==> src/rtl/rf_wport_arbiter.sv <==
// rf_wport_arbiter: shares the single register-file write port between the
// in-order WB stage (req0) and a long-latency unit (req1). req0 has fixed
// priority; a starvation counter forces a req1 grant after STARVE_MAX
// consecutive denied cycles. The write port itself is registered.
//
// Optional feature: define RF_WPORT_SCOREBOARD_EN to add the pending-write
// scoreboard that drives busy1/busy2. Without it busy1/busy2 are tied to 0.
module rf_wport_arbiter #(
    parameter int DW         = 32,
    parameter int AW         = 5,
    parameter int STARVE_MAX = 4
) (
    input  logic          clk,
    input  logic          rst,
    input  logic          req0_valid,
    output logic          req0_ready,
    input  logic [AW-1:0] req0_wR,
    input  logic [DW-1:0] req0_wD,
    input  logic          req1_valid,
    output logic          req1_ready,
    input  logic [AW-1:0] req1_wR,
    input  logic [DW-1:0] req1_wD,
    output logic          rf_we,
    output logic [AW-1:0] rf_wR,
    output logic [DW-1:0] rf_wD,
    input  logic          sb_set,
    input  logic [AW-1:0] sb_rd,
    input  logic [AW-1:0] rR1,
    input  logic [AW-1:0] rR2,
    output logic          busy1,
    output logic          busy2
);

    localparam int            SW         = $clog2(STARVE_MAX + 1);
    localparam logic [SW-1:0] STARVE_LIM = SW'(STARVE_MAX);

    logic [SW-1:0] r_starve;
    logic          r_we;
    logic [AW-1:0] r_wR;
    logic [DW-1:0] r_wD;

    logic          w_force;
    logic          w_gnt0;
    logic          w_gnt1;
    logic [AW-1:0] w_sel_wR;
    logic [DW-1:0] w_sel_wD;
    logic          w_wr_en;

    // Grant decision: forced req1 when starved, otherwise req0 first, then req1.
    always_comb begin
        // NOTE: every always_comb output gets a default first so no path can infer a latch.
        w_force  = 1'b0;
        w_gnt0   = 1'b0;
        w_gnt1   = 1'b0;
        w_sel_wR = req0_wR;
        w_sel_wD = req0_wD;
        if (!rst) begin
            w_force = req1_valid && (r_starve == STARVE_LIM);
            w_gnt1  = req1_valid && (w_force || !req0_valid);
            w_gnt0  = req0_valid && !w_force;
        end
        if (w_gnt1) begin
            w_sel_wR = req1_wR;
            w_sel_wD = req1_wD;
        end
    end

    // A granted write to x0 still completes its handshake but never reaches the RF.
    assign w_wr_en    = (w_gnt0 || w_gnt1) && (w_sel_wR != '0);
    assign req0_ready = w_gnt0;
    assign req1_ready = w_gnt1;

    // Registered write port: index/data only move on an effective write.
    always_ff @(posedge clk or posedge rst) begin
        // NOTE: sequential state uses non-blocking assignments so all flops update together.
        if (rst) begin
            r_we <= 1'b0;
            r_wR <= '0;
            r_wD <= '0;
        end else begin
            r_we <= w_wr_en;
            if (w_wr_en) begin
                r_wR <= w_sel_wR;
                r_wD <= w_sel_wD;
            end
        end
    end

    assign rf_we = r_we;
    assign rf_wR = r_wR;
    assign rf_wD = r_wD;

    // Starvation counter: counts consecutive cycles req1 waits behind req0.
    always_ff @(posedge clk or posedge rst) begin
        if (rst) begin
            r_starve <= '0;
        end else if (!req1_valid || w_gnt1) begin
            r_starve <= '0;
        end else if (r_starve != STARVE_LIM) begin
            r_starve <= r_starve + 1'b1;
        end
    end

`ifdef RF_WPORT_SCOREBOARD_EN
    logic [2**AW-1:0] r_pending;
    logic [2**AW-1:0] w_pending_nxt;

    // Pending update: req1 handshake clears its index, a new issue sets one (set wins).
    always_comb begin
        w_pending_nxt = r_pending;
        if (w_gnt1) begin
            w_pending_nxt[req1_wR] = 1'b0;
        end
        if (sb_set && (sb_rd != '0)) begin
            w_pending_nxt[sb_rd] = 1'b1;
        end
    end

    // Pending vector register; a small flop vector, so it is cleared on reset.
    always_ff @(posedge clk or posedge rst) begin
        if (rst) begin
            r_pending <= '0;
        end else begin
            r_pending <= w_pending_nxt;
        end
    end

    assign busy1 = r_pending[rR1];
    assign busy2 = r_pending[rR2];
`else
    logic w_unused_sb;

    assign w_unused_sb = ^{sb_set, sb_rd, rR1, rR2};
    assign busy1       = 1'b0;
    assign busy2       = 1'b0;
`endif

endmodule

==> config.mk <==
export PLATFORM = sky130hd
export DESIGN_NAME = rf_wport_arbiter
export DESIGN_NICKNAME = d
export VERILOG_FILES = /design/src/rtl/rf_wport_arbiter.sv
export SDC_FILE = /design/constraint.sdc
export NUM_CORES = 1
export LEC_CHECK = 0
export ABC_AREA = 0
export BUFFER_PORTS_ARGS = -buffer_cell sky130_fd_sc_hd__buf_2
export CAP_MARGIN = 20
export CORE_ASPECT_RATIO = 0.9
export CORE_UTILIZATION = 49
export DETAILED_ROUTE_END_ITERATION = 16
export GPL_TIMING_DRIVEN = 0
export HOLD_SLACK_MARGIN = 0.08
export PLACE_DENSITY = 0.93
export SLEW_MARGIN = 25
export SYNTH_ARGS = -nofsm -noshare
export SYNTH_HDL_FRONTEND = slang
export SYNTH_SLANG_ARGS = --single-unit
==> constraint.sdc <==
create_clock -name clk -period 3.1 [get_ports clk]
set_input_delay 0 -clock clk [delete_from_list [all_inputs] [get_ports clk]]
set_output_delay 0 -clock clk [all_outputs]
set_load 0.01 [all_outputs]
After elaboration in Yosys (flattened, before gate mapping):

Cells that the tools add are included.

* register bits: 41
* bits of input ports: 94
* output and inout port bits: 42
* word-level logic and storage cells: 25

* add/sub/neg operators: 1
* equal/unequal tests: 2
* mux-type cells: 6
* reduce and logical (&&, ||, !) cells: 12

Operators with widths (count)
* $mux W32: 1
* $mux W3: 2
* $mux W5: 1
* $reduce_bool A5 Y1: 1
* $logic_and A1 B1 Y1: 4
* $add A3 B1 Y3 const B: 1
* $eq A3 B3 Y1 const B: 1
* $logic_not A1 Y1: 3
* $logic_or A1 B1 Y1: 3
* $ne A3 B3 Y1 const B: 1
* $mux W1: 2
* $reduce_bool A2 Y1: 1

Depth between registers and ports, before layout:

Gate-level depths: netlist (run 1).

* depth in word-level cells: 8
* mapped depth: 10
* depth with buffers taken out: 7

Worst setup path after synthesis (run 1):

Ideal clock, no wire load.

* path type: register to register
* start: reg r_starve[0]
* end: reg r_wD[10], in the netlist rf_wD[10]
* setup time: 133 ps
* arrival time: 1805 ps
* required time: 2967 ps
* slack: 1162 ps
* cell stages (with the launch flop): 10
* buffers on the path: 2
* period minus slack after synthesis: 1938 ps
* cell sequence: dfrtp_1 -> inv_1 -> ha_1 -> nand2_1 -> a21o_1 -> buf_2 -> inv_2 -> o31ai_4 -> buf_2 -> a221oi_2

* cells in the longest elaborated chain, start to end: 8
* elaborated cells between the ends (all ways): 13
* those cells by class: 1 x eq/ne; 4 x mux; 8 x reduce/logical

RTL lines
* start: declaration: RTL line 37 `logic [SW-1:0] r_starve;`
* start signal: assignment: RTL line 100 `r_starve <= r_starve + 1'b1;`
* $eq A3 B3 Y1 (*): RTL line 58 `w_force = req1_valid && (r_starve == STARVE_LIM);`
* $logic_and A1 B1 Y1 (*): RTL line 58
* $logic_or A1 B1 Y1: RTL line 59 `w_gnt1 = req1_valid && (w_force || !req0_valid);`
* $logic_and A1 B1 Y1: RTL line 59
* $mux W1: RTL line 57 `if (!rst) begin`
* $mux W5: RTL line 62 `if (w_gnt1) begin`
* $reduce_bool A5 Y1: RTL line 69 `assign w_wr_en = (w_gnt0 || w_gnt1) && (w_sel_wR != '0);`
* $logic_and A1 B1 Y1: RTL line 69
* end signal: assignment: RTL line 84 `r_wD <= w_sel_wD;`
* end: declaration: RTL line 40 `logic [DW-1:0] r_wD;`

Every way passes the cells marked *; elsewhere a longest branch is shown, timed or not.
A chain may end at the register's enable or synchronous reset.

Worst setup path after layout (run 1):

* start: reg r_starve[0]
* end: reg r_wD[11], in the netlist rf_wD[11]

The elaborated chain is that of the path after synthesis.

==> metrics.txt, run 1 <==
Detailed Route Iter0 Violations 115; Net Switching 0.0004845 W; CP peak stage delay 0.59 ns; Clock Latency Late Sink 0.29 ns; Tot GR Track Use 27.92%; type of destination of the critical path register; Post-synth EDFFs 0; fin crit share 92.54%; initial antenna violation count 0; Slew Viols, Final 0; final core utilization 81.59%; Leak 1.928 nW; vias in the first global route 2679; CTS root buf clkbuf_8; startpoint type of the worst setup path register; CTS tree done; first-pass GRT wire length 12120 um; post-route antenna net violation count 0; TNS Setup 0 ns; number of port buffers 117; Top Ports 136; Arr. time, crit path 3.04 ns; Main synth FF type dfrtp_1; gr ovfl total 0; most used cell, CP buf_2; WL final 7676 um; P&R area growth vs syn 57.00%; number of synthesized register bits 41; DP Worst Slack 0.8282 ns; final setup margin 0.2314 ns; TritonRoute pass-1 iters 4; Setup Fix Bufs, Post-CTS 0; Max Fclk 348.6 MHz; synthesized area per cell 10.86 um2; synth unique cells 34; clock share of power 27.6%; slowest CP cell dlygate4sd3_1; Synth area leader dfrtp_1; Reg power frac 40.2%; cells along the critical path inv_1, ha_1, nand2_1, a21o_1, buf_2, inv_2, o31ai_4, buf_2, a221oi_2, dlygate4sd3_1; crit-path max FO 10; most area-consuming cells after synthesis dfrtp_1 40%, a221oi_2 17%, mux2i_1 14%, inv_1 5.8%, nor2_1 4.8%; worst endpoint required time 3.27 ns; worst vdd ir 0.3785 mV; Clock Skews 0.005383 ns; Pwr Density 406.3 nW/um2; Fin. Hold Viols 0; CTS buffer count 5; Antenna Cells 0; share of cells above drive strength 1 42.56%; Final min period 2.869 ns; routed vias 2596; status completed; die width 78.41 um; CORE AREA 4955 um2; non-filler cells, final 495; max-cap violations 0; RSZ-0062 raised after global routing false; TritonCTS Sinks 41; via-per-instance ratio 5.244; area fraction of the dominant cell type after synthesis 39.84%; Post-Syn Instances 237; Hold Crit Class input port to register; Setup Viol. Count Final 0; clock-pin slew on the worst setup and hold paths 0.08 ns; post-synthesis async set-or-reset flop share 100.0%; largest net degree at the start of global routing 26; die area 5549 um2; dpl cells 421; nets@finish 525; Bufs on Longest Clock Path 2; Cell Int Power 0.001158 W; critical path class register to register; Die H 70.77 um; GPL Wtd Cong 0.8552; dpl hpwl 4631 um; most frequent cell after synthesis dfrtp_1; post-synthesis instance area 2575 um2; WL/cell 15.51 um; site row count 24; Post-route DRC 0; H-Tree Depth 2; Synth Warn # 0; initial core utilization 51.97%; Switching Share 29.50%; Commonest cells post-synth 41 x dfrtp_1, 40 x inv_1, 35 x mux2i_1, 33 x nor2_1, 30 x a221oi_2; combinational share of power 32.1%; Seq/Total Area, Yosys 39.84%
## cell families after synthesis
kind of cell	share of synthesized area, %
compound gates	25.51
fa+ha+maj	0.9717
buf+inv	10.69
flops	39.84
mux	13.61
other cells	0.1456
simple gates	9.232
## area by class of cell
class                           instances  area, um2
Buffer                                 16      121.4
Multi-Input combinational cell        140       1277
Clock inverter                          1      30.03
Sequential cell                        41       1026
Inverter                               41      153.9
Fill cell                             298      912.1
Tap cell                               65      81.33
Timing Repair Buffer                  184       1266
Clock buffer                            7      86.33
## through the flow
stage	hold slack (ns)	total power (W)	cell area (um2)
after floorplan	0.1254	0.0009062	2579
after global placement	0.2713	0.001055	3246
after detailed placement	0.08380	0.001075	3266
after CTS	0.08028	0.001633	4043
after global routing	0.08019	0.001719	4043
final	0.08343	0.001642	4043
## cells in the final DEF (no fill, tap or decap), types with 3 or more instances in the layout
| master | count |
|---|---|
| buf_2 | 124 |
| dlygate4sd3_1 | 66 |
| dfrtp_1 | 41 |
| inv_1 | 39 |
| mux2i_1 | 35 |
| nor2_1 | 33 |
| a221oi_2 | 30 |
| buf_4 | 6 |
| clkbuf_8 | 6 |
| nand3_1 | 3 |
| and2_1 | 3 |
| o211ai_1 | 3 |
| o21ai_0 | 3 |
## sequential cells by signal, summed over array words and instances (netlist names)
name	cells
r_starve	3
rf_we	1
rf_wD	32
rf_wR	5
## layer usage
layer,global-route usage (%),vias up,part of all wire [%]
met5,0,-,0
met4,8.848,0,1.6
met3,5.419,15,4.2
met2,53.22,90,54
met1,31.09,1258,40
li1,-,1233,-
## path summary, 6_finish.rpt
path | endpoint | cells past startpoint | slack, ns | from
min | rf_wD[3] | 3 | 0.08 | req1_wD[3]
max | rf_wD[11] | 10 | 0.23 | r_starve[0]
max in group asynchronous | rf_wR[2] | 4 | 2.29 | rst
min in group asynchronous | rf_wD[21] | 3 | 0.32 | rst
max reg2reg | rf_wD[11] | 10 | 0.23 | r_starve[0]
min reg2reg | rf_wR[0] | 1 | 0.50 | rf_wR[0]
## power by group through the flow
| stage | registers (W) | logic (W) | clock network, W |
|---|---|---|---|
| 2_1_floorplan | 0.000697 | 0.000209 | 0 |
| 3_3_place_gp | 0.000664 | 0.000392 | 0 |
| 3_5_place_dp | 0.000668 | 0.000407 | 0 |
| 4_1_cts | 0.000658 | 0.000515 | 0.000460 |
| 5_1_grt | 0.000669 | 0.000569 | 0.000481 |
| 6_report | 0.000661 | 0.000528 | 0.000454 |
## critical path: cells and delay by family, from the launching register on
| family | cells | cell delay, ns |
|---|---|---|
| simple gates | 1 | 0.16 |
| fa+ha+maj | 1 | 0.25 |
| flops | 1 | 0.40 |
| buf+inv | 5 | 1.33 |
| compound gates | 3 | 0.62 |
## repair_timing
action / 4_1_cts / 5_1_grt
endpoints found under the hold margin: 57 / 0
hold buffers: 66 / 0
resized for setup: 0 / 0
Power figures use the tool's default switching activity.
==> inputs of run 2 (changes only) <==
--- a/config.mk
+++ b/config.mk
@@ -13,7 +13,7 @@
 export DETAILED_ROUTE_END_ITERATION = 16
 export GPL_TIMING_DRIVEN = 0
 export HOLD_SLACK_MARGIN = 0.08
-export PLACE_DENSITY = 0.93
+export PLACE_DENSITY = 0.85
 export SLEW_MARGIN = 25
 export SYNTH_ARGS = -nofsm -noshare
 export SYNTH_HDL_FRONTEND = slang
==> metrics.txt, run 2 (synthesized netlist as in run 1, its figures left out) <==
status completed; die width 78.41 um (unchanged); crit-path max FO 10 (unchanged); worst vdd ir 0.3015 mV (-20%); CORE AREA 4955 um2 (unchanged); nets@finish 525 (unchanged); post-placement cell area 3266 um2 (unchanged); CTS buffer count 5 (unchanged); initial antenna violation count 0 (unchanged); Reg area 1026 um2 (unchanged); cts repair resizes 0 (unchanged); Fin. Hold Viols 0 (unchanged); startpoint type of the worst setup path register; type of destination of the critical path register; fin crit share 91.40% (-1.1 points); post-route antenna net violation count 0 (unchanged); largest net degree at the start of global routing 29 (+12%); critical path class register to register; share of cells above drive strength 1 42.66% (+0.099 points); Tot GR Track Use 29.24% (+1.3 points); WL/cell 15.68 um (+1.1%); first-pass GRT wire length 12530 um (+3.4%); via-per-instance ratio 5.298 (+1.0%); TNS Setup 0 ns (unchanged); commonest non-fill, non-tap cell in the layout buf_2; worst flop-to-flop path startpoint r_starve[0]; clock-pin slew on the worst setup and hold paths 0.08 ns (about the same); number of port buffers 117 (unchanged); Fillers 323 (+8.4%); CTS root buf clkbuf_8; dpl cells 421 (unchanged); vias in the first global route 2744 (+2.4%); GR peak layer met2; Clock Skews 0.006623 ns (+0.001241 ns); min-delay src req1_wD[4]; routed vias 2617 (+0.81%); met2 usage 54.78% (+1.6 points); Hold Slack 0.08231 ns (-0.001113 ns); Setup Viol. Count Final 0 (unchanged); Pwr Density 400.6 nW/um2 (-1.4%); site row count 24 (unchanged); CTS tree done; Max Fclk 352.9 MHz (+1.2%); Bufs on Longest Clock Path 2 (unchanged); Multi-input gate area 1277 um2 (unchanged); Crit. Startpoint r_starve[0]; Slew Viols, Final 0 (unchanged); H-Tree Depth 2 (unchanged); met3 Track Usage GR 4.516% (-0.90 points); Clock Latency Late Sink 0.29 ns (about the same); Setup Fix Bufs, Post-CTS 0 (unchanged); Leak 1.923 nW (-0.27%); die area 5549 um2 (unchanged); Detailed Route Iter0 Violations 87 (-24%); DP Worst Slack 0.8404 ns (+0.01228 ns); commonest cells after routing, fill and taps aside 124 x buf_2, 66 x dlygate4sd3_1, 41 x dfrtp_1; TritonCTS Sinks 41 (unchanged); Top Ports 136 (unchanged); hold buffers post-CTS 66 (unchanged); initial core utilization 51.97% (unchanged); RSZ-0062 raised after global routing false; dpl hpwl 4729 um (+2.1%); Design Area, Final 4030 um2 (-0.31%); Post-route DRC 0 (unchanged); GPL Wtd Cong 0.7973 (-6.8%); Hold Crit Class input port to register; non-filler cells, final 494 (-0.20%); WL final 7744 um (+0.89%); Arr. time, crit path 3.01 ns (-0.03 ns); Antenna Cells 0 (unchanged); max-cap violations 0 (unchanged); TritonRoute pass-1 iters 4 (unchanged); gr ovfl total 0 (unchanged); worst endpoint required time 3.28 ns (about the same); Final min period 2.833 ns (-0.03522 ns); P&R area growth vs syn 56.51%; Die H 70.77 um (unchanged); max reg flops 32 (unchanged); final setup margin 0.2666 ns (+0.03522 ns); GR Util met1 32.10% (+1.0 points)
[run 2: cell types whose count changed in the layout (fill, tap and decap cells not counted)]
| cell | before | now |
|---|---|---|
| clkbuf_8 | 6 | 5 |
| clkbuf_1 | 1 | 0 |
| clkinv_2 | 0 | 1 |
[run 2: final timing paths]
kind,to,slack [ns],cells past startpoint
max,rf_wD[10],0.27,10
min,rf_wD[4],0.08,3
max reg2reg,rf_wD[10],0.27,10
min reg2reg,rf_wR[0],0.51,1
max in group asynchronous,rf_wD[4],2.33,4
min in group asynchronous,r_starve[0],0.28,3
[run 2: report_power, final]
group | total [W] | switching, W | internal, W
Combinational | 0.000525 | 0.000236 | 0.000289
Clock | 0.000427 | 0.000192 | 0.000234
Sequential | 0.000662 | 0.0000570 | 0.000605
[run 2: per-layer routing]
metal | vias to the layer above | part of all wire, %
met2 | 107 | 53
met3 | 25 | 4.3
met1 | 1252 | 39
met4 | 0 | 3.5
li1 | 1233 | -
met5 | - | 0
[run 2: worst max-delay path: stages, from the launching register on]
cell and delay (ns):
dfrtp_1 0.40, inv_1 0.06, ha_1 0.25, nand2_1 0.14, a21o_1 0.12, buf_2 0.20, inv_2 0.08, o31ai_4 0.37
buf_2 0.39, a221oi_2 0.12, dlygate4sd3_1 0.58
[run 2: area by class of cell]
class / count / share of cell area [%]
Clock inverter: 2 / 0.8693
Buffer: 16 / 3.011
Tap cell: 65 / 2.018
Clock buffer: 5 / 1.708
Multi-Input combinational cell: 140 / 31.70
Inverter: 41 / 3.819
Timing Repair Buffer: 184 / 31.42
Sequential cell: 41 / 25.46
[run 2: stage by stage]
stage	power, W	util [%]
final	0.001614	81.34
after CTS	0.001609	81.34
after floorplan	0.0009062	-
after global placement	0.001058	65.51
after global routing	0.001690	81.34
after detailed placement	0.001080	65.91
==> inputs of run 3 (changes only) <==
--- a/config.mk
+++ b/config.mk
@@ -13,6 +13,7 @@
 export DETAILED_ROUTE_END_ITERATION = 16
 export GPL_TIMING_DRIVEN = 0
 export HOLD_SLACK_MARGIN = 0.08
+export MAX_ROUTING_LAYER = met4
 export PLACE_DENSITY = 0.85
 export SLEW_MARGIN = 25
 export SYNTH_ARGS = -nofsm -noshare
==> metrics.txt, run 3 (synthesized netlist as in run 1, its figures left out) <==
GR Util met1 32.35% (+0.25 points); dpl hpwl 4729 um (unchanged); Slew Viols, Final 0 (unchanged); Top Ports 136 (unchanged); Clock Latency Late Sink 0.29 ns (about the same); type of destination of the critical path register; hold buffers post-CTS 66 (unchanged); Pwr Density 400.2 nW/um2 (-0.10%); commonest non-fill, non-tap cell in the layout buf_2; cts repair resizes 0 (unchanged); Setup Viol. Count Final 0 (unchanged); crit-path max FO 10 (unchanged); Detailed Route Iter0 Violations 110 (+26%); hold path cells 3 (unchanged); Bufs on Longest Clock Path 2 (unchanged); CTS root buf clkbuf_8; initial core utilization 51.97% (unchanged); Crit. Startpoint r_starve[0]; Hold Crit Class input port to register; share of cells above drive strength 1 42.66% (unchanged); max-cap violations 0 (unchanged); routed vias 2611 (-0.23%); Fillers 323 (unchanged); initial antenna violation count 0 (unchanged); post-route antenna net violation count 0 (unchanged); final setup margin 0.2710 ns (+0.004384 ns); commonest cells after routing, fill and taps aside 124 x buf_2, 66 x dlygate4sd3_1, 41 x dfrtp_1; Setup Fix Bufs, Post-CTS 0 (unchanged); site row count 24 (unchanged); P&R area growth vs syn 56.51% (unchanged); worst endpoint required time 3.28 ns (about the same); GPL Wtd Cong 0.8086 (+1.4%); Fin. Hold Viols 0 (unchanged); WL final 7742 um (about the same); Arr. time, crit path 3.01 ns (about the same); met3 Track Usage GR 4.129% (-0.39 points); clock-pin slew on the worst setup and hold paths 0.08 ns (about the same); CTS tree done; first-pass GRT wire length 12520 um (about the same); FF-to-FF End rf_wD[10]; WL/cell 15.67 um (about the same); nets@finish 525 (unchanged); TNS Setup 0 ns (unchanged); TritonCTS Sinks 41 (unchanged); critical path class register to register; GR peak layer met2; non-filler cells, final 494 (unchanged); fin crit share 91.26% (-0.14 points); TritonRoute pass-1 iters 4 (unchanged); dpl cells 421 (unchanged); met2 usage 54.78% (unchanged); die width 78.41 um (unchanged); via-per-instance ratio 5.285 (-0.23%); largest net degree at the start of global routing 29 (unchanged); Multi-input gate area 1277 um2 (unchanged); H-Tree Depth 2 (unchanged); Tot GR Track Use 30.15% (+0.92 points); gr ovfl total 0 (unchanged); Clock Skews 0.005682 ns (-0.0009415 ns); Final min period 2.829 ns (-0.004384 ns); Max Fclk 353.5 MHz (+0.15%); DP Worst Slack 0.8404 ns (unchanged); Die H 70.77 um (unchanged); number of port buffers 117 (unchanged); die area 5549 um2 (unchanged); startpoint type of the worst setup path register; Leak 1.923 nW (unchanged); CTS buffer count 5 (unchanged); status completed; worst flop-to-flop path startpoint r_starve[0]; vias in the first global route 2750 (+0.22%); Reg area 1026 um2 (unchanged); r2r setup slk 0.27 ns (about the same); Antenna Cells 0 (unchanged); worst vdd ir 0.3010 mV (-0.17%); max reg flops 32 (unchanged); CORE AREA 4955 um2 (unchanged); Reg2Reg Depth 10 (unchanged); Post-route DRC 0 (unchanged); CP Capture Point rf_wD[10]; RSZ-0062 raised after global routing false
run 3: cell counts in the layout (fill, tap and decap cells not counted):
No cell type changed its count.
run 3: critical path, cell delays in order (launching register included):
cell and delay (ns):
dfrtp_1 0.39, inv_1 0.06, ha_1 0.25, nand2_1 0.14
a21o_1 0.12, buf_2 0.20, inv_2 0.08, o31ai_4 0.37
buf_2 0.39, a221oi_2 0.12, dlygate4sd3_1 0.58
run 3: how the worst min path moves through the flow:
stage                 from     endpoint  slack [ns]
6_report        req1_wD[4]     rf_wD[4]        0.08
2_1_floorplan   req1_valid  r_starve[1]        0.13
3_5_place_dp           rst  r_starve[0]        0.06
5_1_grt         req1_wD[3]     rf_wD[3]        0.09
4_1_cts        req1_wD[31]    rf_wD[31]        0.08
3_3_place_gp    req1_wR[4]     rf_wR[4]        0.28
run 3: final cells by class:
class                           instances  share of cell area [%]
Tap cell                               65                   2.018
Multi-Input combinational cell        140                   31.70
Clock buffer                            5                   1.708
Clock inverter                          2                  0.8693
Inverter                               41                   3.819
Sequential cell                        41                   25.46
Timing Repair Buffer                  184                   31.42
Buffer                                 16                   3.011
run 3: stage by stage:
stage | hold WS, ns | instance area, um2 | utilization, % | power (W)
3_5_place_dp | 0.05550 | 3266 | 65.91 | 0.001080
4_1_cts | 0.08063 | 4030 | 81.34 | 0.001609
3_3_place_gp | 0.2786 | 3246 | 65.51 | 0.001058
6_report | 0.08133 | 4030 | 81.34 | 0.001613
2_1_floorplan | 0.1254 | 2579 | - | 0.0009062
5_1_grt | 0.08810 | 4030 | 81.34 | 0.001690
run 3: power breakdown:
| part | internal [W] | leakage (nW) | switching [W] | total, W |
|---|---|---|---|---|
| sequential | 0.000605 | 0.460 | 0.0000577 | 0.000663 |
| clock | 0.000234 | 0.0540 | 0.000190 | 0.000424 |
| combinational | 0.000289 | 1.41 | 0.000237 | 0.000525 |
run 3: per-layer routing:
metal  vias up  part of all wire, %
li1       1231                    -
met1      1253                   39
met2       102                   53
met3        25                  3.6
met4         0                  3.5
met5         -                    0
